File: src/rtl/cavlc_pkg.sv
// Shared types and constants for the CAVLC level decoder.
package cavlc_pkg;

    typedef enum logic [1:0] {
        ST_IDLE,
        ST_TONES,
        ST_LEVELS,
        ST_FLUSH
    } cavlcState_t;

    localparam int MAX_PREFIX     = 15;
    localparam int ESC14_SUFFIX   = 4;
    localparam int ESC15_SUFFIX   = 12;
    localparam int MAX_SUFFIX_LEN = 6;

    // Decoded level plus the suffixLength to use for the next symbol.
    typedef struct packed {
        logic signed [13:0] level;
        logic [2:0]         nextSuffixLen;
    } levelResult_t;

endpackage

File: src/rtl/cavlc_lzc16.sv
// Combinational 16-bit leading-zero counter; Count=16 when no bit is set.
module cavlc_lzc16 (
    input  logic [15:0] Din,
    output logic [4:0]  Count
);

    // Scanning upward lets the highest set bit win.
    always_comb begin
        Count = 5'd16;
        for (int i = 0; i < 16; i++) begin
            if (Din[i]) Count = 5'(15 - i);
        end
    end

endmodule

File: src/rtl/cavlc_level_decoder.sv
// CAVLC level decoder: trailing-one signs, then level_prefix/suffix decode
// with suffixLength adaptation, one level per cycle behind a ready/valid output.
module cavlc_level_decoder
    import cavlc_pkg::*;
#(
    parameter int LEVEL_W   = 16,
    parameter int WIN_W     = 32,
    parameter int MAX_COEFF = 16
) (
    input  logic                      Clk,
    input  logic                      Reset,
    input  logic                      Start,
    input  logic [4:0]                TotalCoeff,
    input  logic [1:0]                TrailingOnes,
    input  logic [WIN_W-1:0]          Bitstream,
    input  logic                      BitsValid,
    output logic [4:0]                NumShift,
    output logic                      ShiftEn,
    output logic signed [LEVEL_W-1:0] LevelOut,
    output logic [3:0]                LevelIdx,
    output logic                      LevelValid,
    input  logic                      OutReady,
    output logic                      LevelLast,
    output logic                      Done,
    output logic                      Busy,
    output logic                      Error
);

    cavlcState_t state;
    logic [4:0]  tcReg;
    logic [1:0]  t1Reg;
    logic [4:0]  idx;
    logic [2:0]  suffixLen;
    logic        firstLevel;

    logic [4:0]                prefix;
    logic [3:0]                suffixSize;
    logic [WIN_W-1:0]          afterPrefix;
    logic [11:0]               suffixWin;
    logic [11:0]               suffix;
    levelResult_t              levelRes;
    logic                      roomOk;
    logic                      symbolReady;
    logic                      noOne;
    logic                      consume;
    logic                      prefixErr;
    logic                      lastSym;
    logic signed [LEVEL_W-1:0] nextLevel;

    function automatic levelResult_t decodeLevel(
        input logic [4:0]  pfx,
        input logic [11:0] sfx,
        input logic [2:0]  sl,
        input logic        addTwo
    );
        logic [13:0]  levelCode;
        logic [13:0]  mag;
        logic [2:0]   sl1;
        levelResult_t r;
        levelCode = (14'(pfx) << sl) + 14'(sfx);
        if (pfx == 5'(MAX_PREFIX) && sl == 3'd0) levelCode = levelCode + 14'd15;
        if (addTwo) levelCode = levelCode + 14'd2;
        if (levelCode[0]) begin
            mag     = (levelCode + 14'd1) >> 1;
            r.level = -$signed(mag);
        end else begin
            mag     = (levelCode + 14'd2) >> 1;
            r.level = $signed(mag);
        end
        // The zero-to-one bump happens before the magnitude threshold test.
        sl1 = (sl == 3'd0) ? 3'd1 : sl;
        if (mag > (14'd3 << (sl1 - 3'd1)) && sl1 < 3'(MAX_SUFFIX_LEN)) sl1 = sl1 + 3'd1;
        r.nextSuffixLen = sl1;
        return r;
    endfunction

    cavlc_lzc16 uLzc (
        .Din   (Bitstream[WIN_W-1 -: 16]),
        .Count (prefix)
    );

    always_comb begin
        if (prefix == 5'(MAX_PREFIX))
            suffixSize = 4'(ESC15_SUFFIX);
        else if (prefix == 5'd14 && suffixLen == 3'd0)
            suffixSize = 4'(ESC14_SUFFIX);
        else
            suffixSize = {1'b0, suffixLen};
    end

    assign afterPrefix = Bitstream << (prefix + 5'd1);
    assign suffixWin   = afterPrefix[WIN_W-1 -: 12];
    assign suffix      = suffixWin >> (4'd12 - suffixSize);
    assign levelRes    = decodeLevel(prefix, suffix, suffixLen, firstLevel && (t1Reg != 2'd3));

    assign roomOk      = !LevelValid || OutReady;
    assign symbolReady = (state == ST_TONES || state == ST_LEVELS) && BitsValid && roomOk;
    assign noOne       = (state == ST_LEVELS) && (prefix > 5'(MAX_PREFIX));
    assign consume     = symbolReady && !noOne;
    assign prefixErr   = symbolReady && noOne;
    assign lastSym     = (idx + 5'd1) == tcReg;

    assign ShiftEn  = consume;
    assign NumShift = !consume ? 5'd0 :
                      (state == ST_TONES) ? 5'd1 :
                      prefix + 5'd1 + {1'b0, suffixSize};

    always_comb begin
        if (state == ST_TONES)
            nextLevel = Bitstream[WIN_W-1] ? {LEVEL_W{1'b1}} : LEVEL_W'(1);
        else
            nextLevel = LEVEL_W'($signed(levelRes.level));
    end

    always_ff @(posedge Clk or posedge Reset) begin
        if (Reset) begin
            state      <= ST_IDLE;
            tcReg      <= '0;
            t1Reg      <= '0;
            idx        <= '0;
            suffixLen  <= '0;
            firstLevel <= 1'b0;
            LevelOut   <= '0;
            LevelIdx   <= '0;
            LevelValid <= 1'b0;
            LevelLast  <= 1'b0;
            Done       <= 1'b0;
            Busy       <= 1'b0;
            Error      <= 1'b0;
        end else begin
            Done  <= 1'b0;
            Error <= 1'b0;

            if (consume) begin
                LevelValid <= 1'b1;
                LevelOut   <= nextLevel;
                LevelIdx   <= idx[3:0];
                LevelLast  <= lastSym;
            end else if (OutReady) begin
                LevelValid <= 1'b0;
                LevelLast  <= 1'b0;
            end

            case (state)
                ST_IDLE: begin
                    if (Start) begin
                        if (int'(TotalCoeff) > MAX_COEFF) begin
                            Error <= 1'b1;
                        end else begin
                            Busy       <= 1'b1;
                            tcReg      <= TotalCoeff;
                            t1Reg      <= TrailingOnes;
                            idx        <= '0;
                            firstLevel <= 1'b1;
                            suffixLen  <= (TotalCoeff > 5'd10 && TrailingOnes != 2'd3) ? 3'd1 : 3'd0;
                            if (TotalCoeff == 5'd0)
                                state <= ST_FLUSH;
                            else if (TrailingOnes != 2'd0)
                                state <= ST_TONES;
                            else
                                state <= ST_LEVELS;
                        end
                    end
                end
                ST_TONES: begin
                    if (consume) begin
                        idx <= idx + 5'd1;
                        if (lastSym)
                            state <= ST_FLUSH;
                        else if ((idx + 5'd1) == {3'b0, t1Reg})
                            state <= ST_LEVELS;
                    end
                end
                ST_LEVELS: begin
                    if (prefixErr) begin
                        Error <= 1'b1;
                        Busy  <= 1'b0;
                        state <= ST_IDLE;
                    end else if (consume) begin
                        idx        <= idx + 5'd1;
                        suffixLen  <= levelRes.nextSuffixLen;
                        firstLevel <= 1'b0;
                        if (lastSym) state <= ST_FLUSH;
                    end
                end
                ST_FLUSH: begin
                    if (roomOk) begin
                        Done  <= 1'b1;
                        Busy  <= 1'b0;
                        state <= ST_IDLE;
                    end
                end
                default: state <= ST_IDLE;
            endcase
        end
    end

endmodule

File: config.mk
export PLATFORM = sky130hd
export DESIGN_NAME = cavlc_level_decoder
export DESIGN_NICKNAME = d
export VERILOG_FILES = /design/src/rtl/cavlc_pkg.sv /design/src/rtl/cavlc_lzc16.sv /design/src/rtl/cavlc_level_decoder.sv
export SDC_FILE = /design/constraint.sdc
export NUM_CORES = 1
export LEC_CHECK = 0
export BUFFER_PORTS_ARGS = -buffer_cell sky130_fd_sc_hd__buf_2
export CORE_UTILIZATION = 62
export DETAILED_ROUTE_END_ITERATION = 8
export PLACE_DENSITY = 0.83
export SLEW_MARGIN = 20
export SYNTH_ARGS = -nofsm -noshare
export SYNTH_HDL_FRONTEND = slang
export SYNTH_SLANG_ARGS = --single-unit
File: constraint.sdc
create_clock -name Clk -period 7.85 [get_ports Clk]
set_clock_uncertainty 0.2 [all_clocks]
set_input_delay 1.57 -clock Clk [delete_from_list [all_inputs] [get_ports Clk]]
set_output_delay 1.57 -clock Clk [all_outputs]
set_load 0.005 [all_outputs]
==> results of run 1 <==
[what timing repair did]
| item | 4_1_cts |
|---|---|
| buffers inserted | 40 |
| pin swaps | 42 |
| resized for setup | 120 |
| setup endpoints to repair | 16 |
[layer usage]
layer | GRT overflow | GRT usage, %
met1 | 3 | 86.7
met2 | 296 | 109
met3 | 4 | 69.7
met4 | 144 | 101
met5 | 0 | 24.7
[through the flow]
step           utilization [%]  setup slack [ps]  cell area (sq um)  hold slack (ps)  setup TNS [ps]
4_1_cts                   96.5             -1260              11600              290          -11620
3_3_place_gp              88.2             -1530              10600              255          -16480
2_1_floorplan                -             -1600               8080              242          -13490
3_5_place_dp              88.2             -1890              10600              269          -21890
[Yosys cell counts, types with 14 or more instances]
cell	number	area share [%]
nor3_1	33	2.1
nor4_1	14	1.1
dfrtp_1	41	13
nor2_1	104	5.0
clkbuf_1	48	2.3
inv_1	35	1.7
ha_1	42	6.8
a211oi_1	33	3.2
nand2_1	133	6.5
nand2b_1	20	1.6
a22oi_1	15	1.5
and2_1	14	1.1
nand3_1	28	1.8
o211ai_1	14	1.4
o21a_1	14	1.4
o21ai_0	70	4.5
a21o_1	15	1.5
a21oi_1	55	3.6
xnor2_1	34	3.9
xor2_1	18	2.0
[logic make-up after synthesis]
group,count (synthesis)
buf+inv,103
mux,34
compound gates,353
flops,41
xor+xnor,58
fa+ha+maj,44
simple gates,431
==> impl_metrics.tcl, run 1 <==
set metrics [dict create \
    first_global_vias 15200 \
    first-error "[ERROR GRT-0116] Global routing finished with congestion. Check the congestion regions in the DRC Viewer." \
    netlist_instances 1064 \
    yosys.area_share.simple_pct 28.5 \
    dp_hpwl_um 24500 \
    seq_total_area_yosys_pct 13.3 \
    htreeDepth 2 \
    synth_flop_cell "dfrtp_1" \
    synth_compound_gate_area_share_pct 31.9 \
    top_level_ports 75 \
    status "aborted with a tool error" \
    hold_buffers 0 \
    failed_stage "global routing (5_1_grt)" \
    synth-warning-count 0 \
    num_rows 40 \
    post-place-cells 1542 \
    grtUsageTotal_pct 89.5 \
    clk_root_buffer_cell "clkbuf_16" \
    cts_buffers 5 \
    die_height_um 114 \
    post_synth_xor_area_fraction_pct 7.31 \
    synth_nets 1152 \
    die_w_um 114 \
    syn-cell-area_sq_mm 0.00773 \
    place_congestion 1.05 \
    io_buffers 74 \
    yosys_register_bits 41 \
    synth_async_sr_flop_share_pct 100 \
    starting_density_of_the_core_pct 64.1 \
    grt_pass1_wl_um 91100 \
    synth_area_per_cell_sq_um 7.27 \
    grt_start_max_net_pins 42 \
    global_route.overflow_total 447 \
    synth_fa_ha_area_share_pct 7.31 \
    clock_sink_count 41 \
    number_of_distinct_library_cells_after_synthesis 96 \
    number_of_enable_flip_flop_cells_after_synthesis 0 \
    synth_top_family_by_area "compound AO/OA/AOI/OAI gates" \
    synth_mux_area_share_pct 6.34 \
    maximum_clock_insertion_buffer_count 2 \
]
==> run 2, diff against run 1 <==
Settings changed: CORE_UTILIZATION 62 to 40, PLACE_DENSITY 0.83 to default, PLACE_DENSITY_LB_ADDON from default to 0.15.
==> run 2 against run 1 <==
Against the previous run:
- the flow now finishes, with violations (setup timing)
- synthesized area is the same
- synthesized cell count unchanged
==> impl_metrics.tcl, run 2 <==
set metrics [dict create \
    ys_top_cells_by_area "dfrtp_1, ha_1, nand2_1, nor2_1, o21ai_0" \
    routed_wirelength_um 29500 \
    place_congestion 0.944 \
    netlist_instances 1064 \
    final_common_cell "buf_4" \
    max_flop_register "LevelOut" \
    grt_start_max_net_pins 42 \
    hold_buffers 0 \
    synthMostInstantiatedCell "nand2_1" \
    setup_violations 14 \
    clk_pin_slew_ps 60 \
    drt.antenna.violating_nets 0 \
    list_of_most_frequent_post_synthesis_cells "nand2_1, nor2_1, o21ai_0" \
    power.share.combinational_pct 89.4 \
    transition_time_at_the_pin_with_the_least_slew_margin_ps 879 \
    global_route.overflow_total 0 \
    crit_fanout 4 \
    power.net_switching_uw 2770 \
    achievable-frequency_mhz 109 \
    num_antenna_cells 0 \
    nNetsFinal 1555 \
    htreeDepth 2 \
    power_leakage_uw 0.00576 \
    clk_root_buffer_cell "clkbuf_16" \
    grt_pass1_wl_um 47400 \
    power_report.internal_total_uw 3050 \
    cts_buffers 5 \
    slew_headroom_pct 41.3 \
    design.die.area_sq_mm 0.0199 \
    seq_power_share_pct 6.5 \
    cts_tree "built" \
    status "finished with violations" \
    reg_top3 "LevelOut: 14 flops, idx: 5 flops, tcReg: 5 flops" \
    layout-drive-gt1-share_pct 47.4 \
    clock_sink_count 41 \
    syn-cell-area_sq_mm 0.00773 \
    cp.required_ps 7810 \
    postLayoutSetupSlackWorst_ps -1330 \
    power_uw 5820 \
    maxSlewViolCount 0 \
    synth-warning-count 0 \
    dr.pass1.iters 5 \
    post_detailed_route_wirelength_per_cell_um 17.1 \
    grtUsageTotal_pct 29.1 \
    fin_worst_hold_slack_ps 278 \
    maximum_clock_insertion_buffer_count 2 \
    violations_in_the_final_reports "setup timing" \
    slowest_delay_ps 580 \
    power_frac_clock_pct 4.1 \
    synth_area_per_cell_sq_um 7.27 \
    floorplan.core_area_sq_mm 0.0188 \
    drcViolationCount 0 \
    worst_setup_path_end_kind "flip-flop" \
    top_level_ports 75 \
    starting_density_of_the_core_pct 41.1 \
    synth_nets 1152 \
    synth_flop_cell "dfrtp_1" \
    number_of_enable_flip_flop_cells_after_synthesis 0 \
    worst_hold_check_path_type "flip-flop to flip-flop" \
    crit_path_top_delay_cell "fa_2" \
    largest_area_contributor_in_the_netlist "dfrtp_1" \
    pwr_density_cell_mw_per_mm2 459 \
    number_of_distinct_library_cells_after_synthesis 96 \
    die_w_um 141 \
    post-route-min-period_ps 9180 \
    peakVddDrop_mv 0.359 \
    period_share_pct 117 \
    criticalPathCategory "input pin to flip-flop" \
    rsz_0062_raised_after_global_routing "yes" \
    initialDrtViolationCount 474 \
    share_of_the_synthesized_area_in_the_top_cell_type_pct 13.3 \
    cp-start-kind "input pin" \
    crit_top_cell "ha_4" \
    seq_total_area_yosys_pct 13.3 \
    switching_share_pct 47.6 \
    dp_hpwl_um 22300 \
    largest_register_ff_count 14 \
    synth_async_sr_flop_share_pct 100 \
    flow.area_growth_from_synthesis_pct 64.2 \
    final_cell_mix "buf_4, nand2_1, nor2_1" \
    antenna_found_initial 0 \
    first_global_vias 9570 \
    die_height_um 141 \
    yosys_register_bits 41 \
    timing.final.hold_violations 0 \
    max_cap_viol_count 0 \
    via_per_inst 5.70 \
    clkLatencyLatePin_ps 280 \
    io_buffers 74 \
    detailroute.via_count 9855 \
    num_rows 50 \
    arrival_time_at_the_worst_endpoint_ps 9140 \
]
-- run 2: routing by layer --
layer  global-route usage [%]  vias up  wire length, um
li1                         -     4786                -
met3                     2.28       37             1210
met4                     7.15        0              533
met1                     37.2     4753            12800
met2                     52.9      279            14900
met5                        0        -                0
-- run 2: kinds of logic (layout without fill, tap and decap cells) --
group / after synthesis / count (layout) / synth area share, %
flip-flops: 41 / 41 / 13.3
XOR/XNOR: 58 / 58 / 7.31
AO/OA/AOI/OAI: 353 / 353 / 31.9
AND/OR/NAND/NOR: 431 / 431 / 28.5
buffers and inverters: 103 / 507 / 5.37
adder cells (fa/ha/maj): 44 / 44 / 7.31
multiplexers: 34 / 34 / 6.34
-- run 2: cell type report --
cell class | instances | area (sq um)
clock buffers | 7 | 143
fillers | 1551 | 6130
multi-input cells | 920 | 7470
inverters | 41 | 183
repair buffers | 458 | 3520
clock inverters | 1 | 30.0
flip-flops and latches | 41 | 1030
well taps | 260 | 325
-- run 2: critical path: cells and delay by family --
family	cells	cell delay [ps]
xor+xnor	2	410
mux	2	370
simple gates	14	2350
buf+inv	5	450
fa+ha+maj	7	1990
compound gates	13	1970
-- run 2: worst paths after layout --
check / start / to / slack (ps) / cells after the start
worst max-delay path: Bitstream[16] / suffixLen[0]$_DFFE_PP0P_ / -1330 / 43
worst min-delay path: LevelIdx[3]$_DFFE_PP0P_ / LevelIdx[3]$_DFFE_PP0P_ / 280 / 2
worst max register to register: suffixLen[1]$_DFFE_PP0P_ / suffixLen[0]$_DFFE_PP0P_ / 1180 / 31
worst min register to register: LevelIdx[3]$_DFFE_PP0P_ / LevelIdx[3]$_DFFE_PP0P_ / 280 / 2
max in group asynchronous: Reset / suffixLen[1]$_DFFE_PP0P_ / 5880 / 3
min in group asynchronous: Reset / LevelIdx[2]$_DFFE_PP0P_ / 1210 / 3
-- run 2: metrics by stage --
stage | setup slack [ps] | utilization (%) | instances | cell area, sq um | setup TNS [ps]
2_1_floorplan | -1600 | - | 1064 | 8080 | -13490
3_3_place_gp | -1790 | 58.8 | 1668 | 11100 | -19930
3_5_place_dp | -1900 | 58.8 | 1668 | 11100 | -21900
4_1_cts | -1100 | 65.2 | 1717 | 12300 | -10530
5_1_grt | -1730 | 67.4 | 1728 | 12700 | -17210
6_report | -1330 | 67.4 | 1728 | 12700 | -12430
-- run 2: timing repair --
item                                    CTS  global route
resized for setup                       145            72
gates cloned                              2             0
endpoints found under the setup margin   16            16
pin swaps                                71            39
buffers inserted                         44            13
-- run 2: power by group through the flow --
| stage | combinational (uW) | clock, uW | sequential, uW |
|---|---|---|---|
| 3_5_place_dp | 4020 | 0 | 382 |
| 2_1_floorplan | 2490 | 0 | 364 |
| 3_3_place_gp | 3960 | 0 | 377 |
| 4_1_cts | 4570 | 240 | 379 |
| 6_report | 5200 | 239 | 380 |
| 5_1_grt | 5590 | 250 | 391 |
Note: power is estimated with default switching activity, not from simulation.
==> run 3, diff against run 2 <==
==> constraint.sdc (replaced) <==
create_clock -name Clk -period 7.85 [get_ports Clk]
set_clock_uncertainty 0.2 [all_clocks]
set_input_delay 1.57 -clock Clk [delete_from_list [all_inputs] [get_ports Clk]]
set_output_delay 1.57 -clock Clk [all_outputs]
set_load 0.01 [all_outputs]
==> run 3 against run 2 <==
Against the previous run:
- the run still ends with setup timing left
- sequential power decreased by 1%
- count of clock-buffer cells in the layout decreased by 1
- first-iteration DRC count increased by 14%
- cell count decreased by 1.5%
- flip-flop and latch count unchanged
- combinational power decreased by 3%
- register-to-register slack improved by 40 ps
- wire length decreased by 4.6%
- hold slack got worse by 4.9 ps
- worst setup slack got worse by 41 ps
- non-clock buffer count decreased by 27
==> impl_metrics.tcl, run 3 (synthesis gave the netlist of run 2 again) <==
set metrics [dict create \
    dp_hpwl_um 21900 \
    starting_density_of_the_core_pct 41.1 \
    antenna_found_initial 0 \
    crit_fanout 6 \
    grt_pass1_wl_um 45600 \
    fin_cells 1702 \
    crit_top_cell "buf_4" \
    clk_root_buffer_cell "clkbuf_16" \
    clock_sink_count 41 \
    worst-path-buf-inv 9 \
    routed_wirelength_um 28100 \
    hold_buffers 0 \
    place_congestion 0.924 \
    worst_hold_check_path_type "flip-flop to flip-flop" \
    first_global_vias 9354 \
    register_area_sq_mm 0.00103 \
    worst_setup_path_end_kind "flip-flop" \
    nNetsFinal 1529 \
    slew_headroom_pct 40.0 \
    peakVddDrop_mv 0.405 \
    timing.final.hold_violations 0 \
    max_cap_viol_count 0 \
    grtUsageTotal_pct 28.0 \
    die_height_um 141 \
    routed.top_layer "met4" \
    num_rows 50 \
    num_antenna_cells 0 \
    setup_total_negative_slack_ps -13190 \
    drt.antenna.violating_nets 0 \
    largest_register_ff_count 14 \
    power_leakage_uw 0.00557 \
    final_common_cell "buf_4" \
    multi_input_area_sq_mm 0.00743 \
    cp-start-kind "input pin" \
    arrival_time_at_the_worst_endpoint_ps 9180 \
    maxSlewViolCount 0 \
    criticalPathCategory "input pin to flip-flop" \
    met3_length_um 1240 \
    setup_violations 15 \
    clk_pin_slew_ps 60 \
    postLayoutSetupSlackWorst_ps -1370 \
    io_buffers 74 \
    via_per_inst 5.66 \
    cp.required_ps 7810 \
    nFillCells 1590 \
    reg_top3 "LevelOut: 14 flops, idx: 5 flops, tcReg: 5 flops" \
    transition_time_at_the_pin_with_the_least_slew_margin_ps 898 \
    top_level_ports 75 \
    post-place-cells 1657 \
    pwr_density_cell_mw_per_mm2 460 \
    fin_worst_hold_slack_ps 273 \
    status "finished with violations" \
    period_share_pct 117 \
    drcViolationCount 0 \
    crit_path_top_delay_cell "a2111oi_1" \
    layout-drive-gt1-share_pct 46.0 \
    detailroute.via_count 9634 \
    flow.area_growth_from_synthesis_pct 58.8 \
    violations_in_the_final_reports "setup timing" \
    die_w_um 141 \
    cts_tree "built" \
    clkLatencyLatePin_ps 280 \
    max_flop_register "LevelOut" \
    final_cell_mix "buf_4, nand2_1, nor2_1" \
    initialDrtViolationCount 539 \
    global_route.overflow_total 0 \
    post-route-min-period_ps 9220 \
    power_uw 5650 \
    htreeDepth 2 \
    met2_length_um 13600 \
    achievable-frequency_mhz 108 \
    met1_length_um 12500 \
    design.die.area_sq_mm 0.0199 \
    floorplan.core_area_sq_mm 0.0188 \
    rsz_0062_raised_after_global_routing "yes" \
    maximum_clock_insertion_buffer_count 2 \
    post_detailed_route_wirelength_per_cell_um 16.5 \
    dr.pass1.iters 5 \
    finish.utilization_pct 65.2 \
    slowest_delay_ps 480 \
    grt_start_max_net_pins 42 \
    cts_buffers 5 \
    cpLargestDelayFamily "compound AO/OA/AOI/OAI gates" \
]
==> run 3: changes by cell type in the layout (fill, tap and decap cells not counted), sizes merged <==
cell,previous run,this run
clkbuf,7,6
clkinv,5,6
clkinvlp,0,1
buf,458,431
==> run 3: report_power, final <==
part           switching (uW)  leakage [uW]  internal (uW)  total (uW)
sequential               69.4      0.000512            307         376
combinational            2560       0.00497           2480        5040
clock                    81.2     0.0000810            151         232
==> run 3: layout make-up <==
type                       count  share of cell area [%]
multi-input combinational    920                    60.5
timing repair buffer         431                    25.6
sequential                    41                    8.36
tap                          260                    2.65
inverter                      41                    1.43
clock buffer                   6                    1.05
clock inverter                 2                   0.316
timing repair inverter         1                  0.0611
==> run 3: per-stage QoR <==
step	cell area, sq um	setup WS, ps
finish	12300	-1370
global placement	10900	-1760
floorplan	8080	-1600
detailed placement	10900	-1850
CTS	11800	-1180
global route	12300	-1770
==> run 3: routing by layer <==
metal  vias to the layer above  global-route usage [%]
met5                         -                       0
met4                         0                    9.21
met3                        59                    2.79
met2                       279                    48.5
met1                      4551                    36.3
li1                       4745                       -
==> run 3: final timing paths <==
check                      depth (start not counted)                  endpoint  slack [ps]                     start
min reg2reg                                        1    firstLevel$_DFFE_PP0P_         270    firstLevel$_DFFE_PP0P_
max in group asynchronous                          3  LevelOut[12]$_DFFE_PP0P_        5890                     Reset
min                                                1    firstLevel$_DFFE_PP0P_         270    firstLevel$_DFFE_PP0P_
max reg2reg                                       28  suffixLen[0]$_DFFE_PP0P_        1220  suffixLen[0]$_DFFE_PP0P_
max                                               41  suffixLen[0]$_DFFE_PP0P_       -1370             Bitstream[16]
min in group asynchronous                          3   LevelIdx[2]$_DFFE_PP0P_        1200                     Reset
==> run 3: what timing repair did <==
item                       CTS  global route
gates cloned                 1             0
setup buffers               22            16
setup endpoints to repair   16            16
resized for setup          117            79
pin swaps                   38            38
==> run 4, diff against run 3 <==
Settings changed: ABC_AREA from default to 1.
==> run 4 against run 3 <==
Against the previous run:
- the flow still finishes with violations (setup timing)
- cell area fell by 9.7%
- combinational power fell by 8.9%
- non-clock buffer count fell by 82
- flip-flop and latch count did not move
- highest routed layer unchanged
==> impl_metrics.tcl, run 4 <==
set metrics [dict create \
    status "finished with violations" \
    violations_in_the_final_reports "setup timing" \
    starting_density_of_the_core_pct 41.2 \
    netlist_instances 1279 \
    slowest_delay_ps 580 \
    layout-drive-gt1-share_pct 38.8 \
    via_per_inst 5.28 \
    number_of_distinct_library_cells_after_synthesis 48 \
    synthMostInstantiatedCell "nand2_1" \
    io_buffers 74 \
    synth_async_sr_flop_share_pct 100 \
    criticalPathCategory "input pin to flip-flop" \
    max_cap_viol_count 0 \
    top_level_ports 75 \
    cp-start-kind "input pin" \
    die_height_um 136 \
    flow.area_growth_from_synthesis_pct 54.8 \
    clock_sink_count 41 \
    worst_hold_check_path_type "flip-flop to flip-flop" \
    worst_r2r_path_depth 42 \
    grtUsageTotal_pct 27.1 \
    synth-warning-count 0 \
    synth_nets 1367 \
    achievable-frequency_mhz 123 \
    post-route-min-period_ps 8160 \
    number_of_enable_flip_flop_cells_after_synthesis 0 \
    power_frac_clock_pct 4.0 \
    power_report.internal_total_uw 2610 \
    num_rows 48 \
    post_detailed_route_wirelength_per_cell_um 13.9 \
    worst_setup_path_end_kind "flip-flop" \
    crit_path_top_delay_cell "fa_2" \
    worst_hold_path.endpoint "LevelIdx[3]$_DFFE_PP0P_" \
    syn-cell-area_sq_mm 0.00716 \
    final_cell_mix "nand2_1, buf_4, nand3_1" \
    first_global_vias 8946 \
    floorplan.core_area_sq_mm 0.0174 \
    global_route.overflow_total 0 \
    setup_total_negative_slack_ps -906 \
    num_antenna_cells 0 \
    drcViolationCount 0 \
    nNetsFinal 1678 \
    clk_pin_slew_ps 60 \
    setup_violations 3 \
    place_congestion 0.928 \
    cp.required_ps 7880 \
    cts_tree "built" \
    initialDrtViolationCount 629 \
    peakVddDrop_mv 0.473 \
    final_common_cell "nand2_1" \
    slew_headroom_pct 29.0 \
    detailroute.via_count 9585 \
    clkLatencyLatePin_ps 290 \
    list_of_most_frequent_post_synthesis_cells "nand2_1, nand3_1, inv_1" \
    postLayoutSetupSlackWorst_ps -313 \
    worst_r2r_endpoint "suffixLen[0]$_DFFE_PP0P_" \
    htreeDepth 2 \
    share_of_the_synthesized_area_in_the_top_cell_type_pct 20.2 \
    grt_start_max_net_pins 42 \
    maximum_clock_insertion_buffer_count 2 \
    dr.pass1.iters 6 \
    clk_root_buffer_cell "clkbuf_16" \
    finish.utilization_pct 63.9 \
    period_share_pct 104 \
    pwr_density_cell_mw_per_mm2 467 \
    routed_wirelength_um 25200 \
    yosys_register_bits 41 \
    hold_path_startpoint "LevelIdx[3]$_DFFE_PP0P_" \
    power.share.combinational_pct 88.6 \
    switching_share_pct 49.7 \
    worstHoldPathCells 2 \
    dp_hpwl_um 18400 \
    power_leakage_uw 0.00569 \
    power_uw 5180 \
    ys_top_cells_by_area "nand3_1, nand2_1, dfrtp_1, inv_1, ha_1" \
    drt.antenna.violating_nets 0 \
    die_w_um 136 \
    reg_top3 "LevelOut: 14 flops, idx: 5 flops, tcReg: 5 flops" \
    seq_power_share_pct 7.4 \
    maxSlewViolCount 0 \
    detailedPlace.worstSlack_ps -918 \
    timing.final.hold_violations 0 \
    seq_total_area_yosys_pct 14.3 \
    synth_flop_cell "dfrtp_1" \
    transition_time_at_the_pin_with_the_least_slew_margin_ps 1060 \
    grt_pass1_wl_um 41000 \
    reg2reg_from "suffixLen[1]$_DFFE_PP0P_" \
    arrival_time_at_the_worst_endpoint_ps 8190 \
    max_flop_register "LevelOut" \
    design.die.area_sq_mm 0.0184 \
    largest_register_ff_count 14 \
    largest_area_contributor_in_the_netlist "nand3_1" \
    power.net_switching_uw 2580 \
    antenna_found_initial 0 \
    synth_area_per_cell_sq_um 5.60 \
    crit_fanout 7 \
    rsz_0062_raised_after_global_routing "yes" \
    hold_buffers 0 \
    cts_buffers 5 \
    r2r_setup_slack_ps 1480 \
]
==> run 4: what timing repair did <==
| item | CTS | global route |
|---|---|---|
| buffers inserted | 62 | 14 |
| setup endpoints to repair | 10 | 13 |
| gates resized for setup | 108 | 139 |
| gates cloned | 4 | 1 |
| pin swaps | 58 | 68 |
==> run 4: how the worst max path moves through the flow <==
stage,start,to,slack (ps)
2_1_floorplan,Bitstream[16],suffixLen[0]$_DFFE_PP0P_,-290
3_3_place_gp,Bitstream[17],suffixLen[0]$_DFFE_PP0P_,-820
3_5_place_dp,Bitstream[17],suffixLen[0]$_DFFE_PP0P_,-920
4_1_cts,Bitstream[16],suffixLen[0]$_DFFE_PP0P_,-50
5_1_grt,Bitstream[16],suffixLen[0]$_DFFE_PP0P_,-850
6_report,Bitstream[16],suffixLen[0]$_DFFE_PP0P_,-310
==> run 4: layout make-up <==
cell class	instances	area [sq um]
clock buffers	5	125
clock inverters	3	25.0
fillers	1528	6270
inverters	170	688
multi-input cells	1023	6260
flip-flops and latches	41	1030
well taps	225	282
repair buffers	349	2670
==> run 4: kinds of logic (layout without fill, tap and decap cells) <==
| kind of cell | count (synthesis) | in the layout | share of synthesized area (%) |
|---|---|---|---|
| buffers and inverters | 215 | 527 | 11.6 |
| AND/OR/NAND/NOR | 809 | 809 | 51.7 |
| adder cells (fa/ha/maj) | 44 | 44 | 7.90 |
| flip-flops | 41 | 41 | 14.3 |
| AO/OA/AOI/OAI | 144 | 144 | 11.1 |
| XOR/XNOR | 26 | 26 | 3.39 |
==> run 4: per-stage QoR <==
stage                     hold slack [ps]  cell area, sq um  cells
after global placement                261              9310   1735
after detailed placement              268              9310   1735
final                                 276             11100   1816
after CTS                             283             10400   1805
after global routing                  309             11100   1816
after floorplan                       263              7330   1279
==> run 4: power by group through the flow <==
| stage | sequential (uW) | clock (uW) | combinational [uW] |
|---|---|---|---|
| CTS | 382 | 212 | 3940 |
| detailed placement | 385 | 0 | 3460 |
| finish | 382 | 209 | 4590 |
| global route | 395 | 220 | 5070 |
| global placement | 383 | 0 | 3430 |
| floorplan | 387 | 0 | 2190 |
==> run 4: critical path, delay by kind of cell <==
family,cells,cell delay (ps)
adder cells (fa/ha/maj),8,2060
buffers and inverters,12,1060
AO/OA/AOI/OAI,6,570
AND/OR/NAND/NOR,30,2610
XOR/XNOR,1,290
==> run 4: metal layers <==
metal / vias up / track usage, % / share of wire [%]
met2: 298 / 48.4 / 49
met1: 4389 / 34.6 / 43
li1: 4843 / - / -
met5: - / 0 / 0
met4: 0 / 8.74 / 2.7
met3: 55 / 1.46 / 4.7
